==> config.mk <==
export PLATFORM = sky130hd
export DESIGN_NAME = serial_subtractor
export DESIGN_NICKNAME = d
export VERILOG_FILES = /design/src/rtl/serial_sub_pkg.sv /design/src/rtl/full_subtractor.sv /design/src/rtl/serial_subtractor.sv
export SDC_FILE = /design/constraint.sdc
export NUM_CORES = 1
export LEC_CHECK = 0
export CAP_MARGIN = 20
export CORE_MARGIN = 4
export CORE_UTILIZATION = 47
export CTS_CLUSTER_SIZE = 40
export DETAILED_ROUTE_END_ITERATION = 12
export PLACE_DENSITY = 0.8
export SKIP_LAST_GASP = 1
export SYNTH_ARGS = -nofsm -noshare
export SYNTH_HDL_FRONTEND = slang
export SYNTH_SLANG_ARGS = --single-unit
==> constraint.sdc <==
create_clock -name clk -period 1.5 [get_ports clk]
set_input_delay 0.15 -clock clk [delete_from_list [all_inputs] [get_ports clk]]
set_output_delay 0.15 -clock clk [all_outputs]
set_load 0.05 [all_outputs]
==> src/rtl/serial_sub_pkg.sv <==
// Shared types and a reference model for the bit-serial subtractor.
package serial_sub_pkg;

  // Sequencer states: wait for a request, shift one bit per cycle, hold the result.
  typedef enum logic [1:0] {
    IDLE  = 2'd0,
    SHIFT = 2'd1,
    DONE  = 2'd2
  } state_e;

  // Widest operand the reference model handles.
  localparam int unsigned REF_MAX_W = 32;

  // Reference: returns {bo, d} with d in bits [width-1:0] and bo in bit [width].
  // Operands are assumed to fit in 'width' bits.
  function automatic logic [REF_MAX_W:0] ref_sub(
    input logic [REF_MAX_W-1:0] a,
    input logic [REF_MAX_W-1:0] b,
    input logic                 bi,
    input int unsigned          width
  );
    logic [REF_MAX_W:0] rhs;
    logic [REF_MAX_W:0] sub_full;
    logic [REF_MAX_W:0] res;
    rhs      = {1'b0, b} + {{REF_MAX_W{1'b0}}, bi};
    sub_full = {1'b0, a} - rhs;
    res      = '0;
    for (int i = 0; i < int'(REF_MAX_W); i++) begin
      if (i < int'(width)) begin
        res[i] = sub_full[i];
      end
    end
    res[width] = ({1'b0, a} < rhs);
    return res;
  endfunction

endpackage

==> src/rtl/full_subtractor.sv <==
// Single-bit full subtractor cell: D = A - B - BI, BO set when a borrow is needed.
module full_subtractor (
  input  logic A,
  input  logic B,
  input  logic BI,
  output logic D,
  output logic BO
);

  assign D  = A ^ B ^ BI;
  assign BO = (~A & B) | (~(A ^ B) & BI);

endmodule

==> src/rtl/serial_subtractor.sv <==
// Bit-serial unsigned subtractor: one full-subtractor cell walks the operands
// LSB first, with valid/ready handshakes on the request and result sides.
module serial_subtractor
  import serial_sub_pkg::*;
#(
  parameter int WIDTH = 4
) (
  input  logic             clk,
  input  logic             rst_n,
  input  logic             in_valid,
  output logic             in_ready,
  input  logic [WIDTH-1:0] A,
  input  logic [WIDTH-1:0] B,
  input  logic             BI,
  output logic             out_valid,
  input  logic             out_ready,
  output logic [WIDTH-1:0] D,
  output logic             BO
);

  // A one-bit counter is kept even for WIDTH == 1 so the compare stays legal.
  localparam int CNT_W = (WIDTH > 1) ? $clog2(WIDTH) : 1;
  localparam logic [CNT_W-1:0] CNT_LAST = CNT_W'(WIDTH - 1);

  state_e           state_q,     state_d;
  logic [CNT_W-1:0] cnt_q,       cnt_d;
  logic [WIDTH-1:0] a_sh_q,      a_sh_d;
  logic [WIDTH-1:0] b_sh_q,      b_sh_d;
  logic             borrow_q,    borrow_d;
  logic [WIDTH-1:0] d_q,         d_d;
  logic             bo_q,        bo_d;
  logic             out_valid_q, out_valid_d;

  logic cell_d;
  logic cell_bo;

  full_subtractor u_cell (
    .A  (a_sh_q[0]),
    .B  (b_sh_q[0]),
    .BI (borrow_q),
    .D  (cell_d),
    .BO (cell_bo)
  );

  // Next-state logic: latch on accept, shift while busy, hold the result until taken.
  always_comb begin
    state_d     = state_q;
    cnt_d       = cnt_q;
    a_sh_d      = a_sh_q;
    b_sh_d      = b_sh_q;
    borrow_d    = borrow_q;
    d_d         = d_q;
    bo_d        = bo_q;
    out_valid_d = out_valid_q;

    case (state_q)
      IDLE: begin
        if (in_valid) begin
          a_sh_d   = A;
          b_sh_d   = B;
          borrow_d = BI;
          cnt_d    = '0;
          d_d      = '0;
          state_d  = SHIFT;
        end
      end

      SHIFT: begin
        // Result bits enter at the MSB so the LSB-first stream lands in place.
        d_d            = d_q >> 1;
        d_d[WIDTH-1]   = cell_d;
        a_sh_d         = a_sh_q >> 1;
        b_sh_d         = b_sh_q >> 1;
        borrow_d       = cell_bo;
        cnt_d          = cnt_q + CNT_W'(1);
        if (cnt_q == CNT_LAST) begin
          bo_d        = cell_bo;
          out_valid_d = 1'b1;
          state_d     = DONE;
        end
      end

      DONE: begin
        if (out_ready) begin
          out_valid_d = 1'b0;
          state_d     = IDLE;
        end
      end

      default: begin
        out_valid_d = 1'b0;
        state_d     = IDLE;
      end
    endcase
  end

  // State register with synchronous active-low reset; a reset mid-operation discards everything.
  always_ff @(posedge clk) begin
    if (!rst_n) begin
      state_q     <= IDLE;
      cnt_q       <= '0;
      a_sh_q      <= '0;
      b_sh_q      <= '0;
      borrow_q    <= 1'b0;
      d_q         <= '0;
      bo_q        <= 1'b0;
      out_valid_q <= 1'b0;
    end else begin
      state_q     <= state_d;
      cnt_q       <= cnt_d;
      a_sh_q      <= a_sh_d;
      b_sh_q      <= b_sh_d;
      borrow_q    <= borrow_d;
      d_q         <= d_d;
      bo_q        <= bo_d;
      out_valid_q <= out_valid_d;
    end
  end

  assign in_ready  = (state_q == IDLE);
  assign out_valid = out_valid_q;
  assign D         = d_q;
  assign BO        = bo_q;

endmodule

==> run summary <==
Run status: complete, no violations
Portion of netlist area occupied by mux cells: 1.16%
CTS max path bufs: 2
Final setup viols: 0
Worst voltage drop across the vdd grid: 0.511 mV
Number of antenna-violating nets in the routed design: 0
Post-route DRC violation count: 0
Finished Core Util: 63.1%
Nature of the critical path startpoint: register
Area taken by flip-flops and latches: 380 um2
Power density over the cells: 936 nW/um2
Pre-Repair DR Iteration Count: 4
CTS tree: done
Worst hold-check path type: input pin to register
Nature of the critical path endpoint: register
Post-route clock period utilization: 86.4%
GPL Wtd Cong: 0.809
Clock input transition at the sequential cells of the worst setup and hold paths: 0.12 ns
Cts repair resizes: 0
Proportion of layout cells with a drive suffix above 1: 17.9%
Slowest CP cell: dfxtp_1
Setup TNS Final: 0 ns
Overall overflow remaining after global route: 0
Total routing usage reported by global routing: 16.3%
Slowest cell delay on critical path: 0.50 ns
Starting density of the core: 50.0%
Overall via count from detail_route: 753
Setup Buffers After CTS: 0
Routed Wire Length: 1.88 mm
Core region area: 1730 um2
Total Die Area: 2590 um2
Row count: 15
Slew headroom: 72.4%
Vias per Instance: 5.50
Largest family of logic cells by synthesized area: compound AO/OA/AOI/OAI gates
Hold buffer count at CTS: 0
Post-DP HPWL: 1.34 mm
Synthesized netlist net count: 106
Setup repair after global routing missed its margin: no
Total I/O pin count: 20
Number of standard cells after synthesis: 91
Tightest hold margin: 0.432 ns
Die height: 50.9 um
Instance area after placement: 1060 um2
Critical-path maximum fanout: 10
Synthesized-area fraction occupied by adder cells: 3.77%
Htree depth: 1
Post-synthesis compound-gate area fraction: 28.1%
List of cells traversed by the critical path: and2b_1 > a21oi_2 > a311oi_2
Simple-gate area share of the yosys netlist: 15.8%
Initial DRC count: 9
Clock Root Buffer: clkbuf_4
Static Leakage: 0.413 nW
Synth-to-layout area growth: 26.2%
Initial antenna violation count: 0
Data required, critical path: 1.74 ns
Clock latency on the worst-skew pair: 0.31 ns
Die X-Extent: 50.9 um
Cell variety after synth: 29
Final-report hold violation count: 0
Clock net sink count: 19
Clock buffers created by TritonCTS: 3
Post-route cell area: 1090 um2
Mean cell area of the mapped netlist: 9.49 um2
Crit path arrival time: 1.53 ns
Number of placed instances with taps included: 133
Maximum number of pins on one net before global-route repair: 14
Via count of the first global-routing pass: 725
Synthesis Warnings: 0
Area share of xor/xnor cells in the synthesized design: 0%
Highest attainable clock frequency: 771 MHz
Sequential share of the synthesized area: 44.1%
Multi-input combinational cell area: 422 um2
Final net count: 128
Layout Skew: 0.0149 ns
Max Cap Violations: 0
Yosys reg bits: 19
Global-route wire length before repair: 3.22 mm
Count of input and output buffers: 19
Final critical-path required period: 1.30 ns
# fillers: 175
Worst slew pin tran: 0.413 ns
Final routed wire length divided by cell count: 13.7 um
Final Max Slew Viols: 0
Mapped cell area: 863 um2
Final cell count without fillers: 137
Critical Setup Path Class: register to register
Antenna diode count: 0
[flip-flops by register name, summed over array words and instances (netlist names)]
register   cells
D              4
a_sh_q         4
b_sh_q         4
cnt_q          2
state_q        2
BO             1
borrow_q       1
out_valid      1
[kinds of logic after synthesis]
group                      after synthesis
muxes                                    1
adders and majority gates                2
AOI/OAI and AO/OA                       35
buffers and inverters                   10
and+or+nand+nor                         24
DFF                                     19
[cells in the mapped netlist (all sizes together)]
library cell  instances  area [um2]
and2b                 1        7.51
or2b                  1        11.3
nand2b                1        6.26
nand2                 2        7.51
ha                    1        12.5
o32ai                 1        8.76
fa                    1        20.0
o22ai                 2        12.5
nor2                  9        33.8
or3b                  4        35.0
mux2i                 1        10.0
clkinv                1        3.75
nor3                  2        10.0
a221oi                1        15.0
o221ai                5        43.8
a311oi                1        15.0
o21bai                1        11.3
a22oi                 5        37.5
o21ai                 8        40.0
clkbuf                1        3.75
buf                   4        38.8
inv                   4        15.0
nand4                 2        12.5
dfxtp                19         380
nor2b                 2        12.5
a21oi                11        58.8
[worst max-delay path, delay by kind of cell (launching register included)]
family | cells | cell delay, ns
AOI/OAI and AO/OA | 2 | 0.33
and+or+nand+nor | 1 | 0.40
DFF | 1 | 0.50
[metrics by stage]
stage          total power [mW]  setup WS (ns)
3_3_place_gp              0.756         0.0483
3_5_place_dp              0.759         0.0154
2_1_floorplan             0.691          0.258
6_report                   1.02          0.203
5_1_grt                    1.07          0.114
4_1_cts                    1.03          0.179
[area by class of cell]
| cell class | count | share of cell area (%) |
|---|---|---|
| Inverter | 5 | 1.72 |
| Clock inverter | 1 | 0.689 |
| Sequential cell | 19 | 34.9 |
| Timing Repair Buffer | 22 | 19.1 |
| Multi-Input combinational cell | 62 | 38.7 |
| Tap cell | 25 | 2.87 |
| Clock buffer | 3 | 2.07 |
[power breakdown]
group / total [mW] / switching (mW) / internal (mW)
combinational: 0.188 / 0.0951 / 0.0928
clock: 0.273 / 0.171 / 0.102
sequential: 0.559 / 0.0246 / 0.535
total: 1.02 / 0.291 / 0.729
[placed cells by master, fill, tap and decap left out]
master,netlist,layout
o32ai_1,1,1
a21oi_2,1,1
fa_1,1,1
o221ai_1,5,5
o21bai_2,1,1
clkinv_1,1,1
dfxtp_1,19,19
clkdlybuf4s50_1,0,12
nor2b_1,2,2
or2b_4,1,1
nor3_1,2,2
o21ai_0,8,8
a21oi_1,10,10
a22oi_1,5,5
and2b_1,1,1
buf_4,0,9
nor2_1,9,9
o22ai_1,2,2
buf_12,0,1
nand2_1,2,2
mux2i_1,1,1
nand2b_1,1,1
clkbuf_4,0,3
ha_1,1,1
clkinvlp_4,0,1
nand4_1,2,2
a221oi_2,1,1
inv_1,3,3
inv_2,1,1
a311oi_2,1,1
or3b_1,4,4
[final timing paths]
path         startpoint        end  slack (ns)  depth (start not counted)
max          state_q[0]         BO        0.20                          3
min                B[3]  b_sh_q[3]        0.43                          3
max reg2reg  state_q[0]         BO        0.20                          3
min reg2reg   a_sh_q[3]  a_sh_q[3]        0.49                          2
[per-layer routing]
metal | part of all wire [%] | vias to the layer above | routed length, um | GRT usage [%]
met5 | 0 | - | 0 | 0
met4 | 2.0 | 0 | 37 | 8.07
met3 | 5.5 | 5 | 104 | 4.37
met2 | 47 | 18 | 879 | 25.4
met1 | 46 | 350 | 854 | 20.8
li1 | - | 380 | - | -
Power figures use the tool's default switching activity.
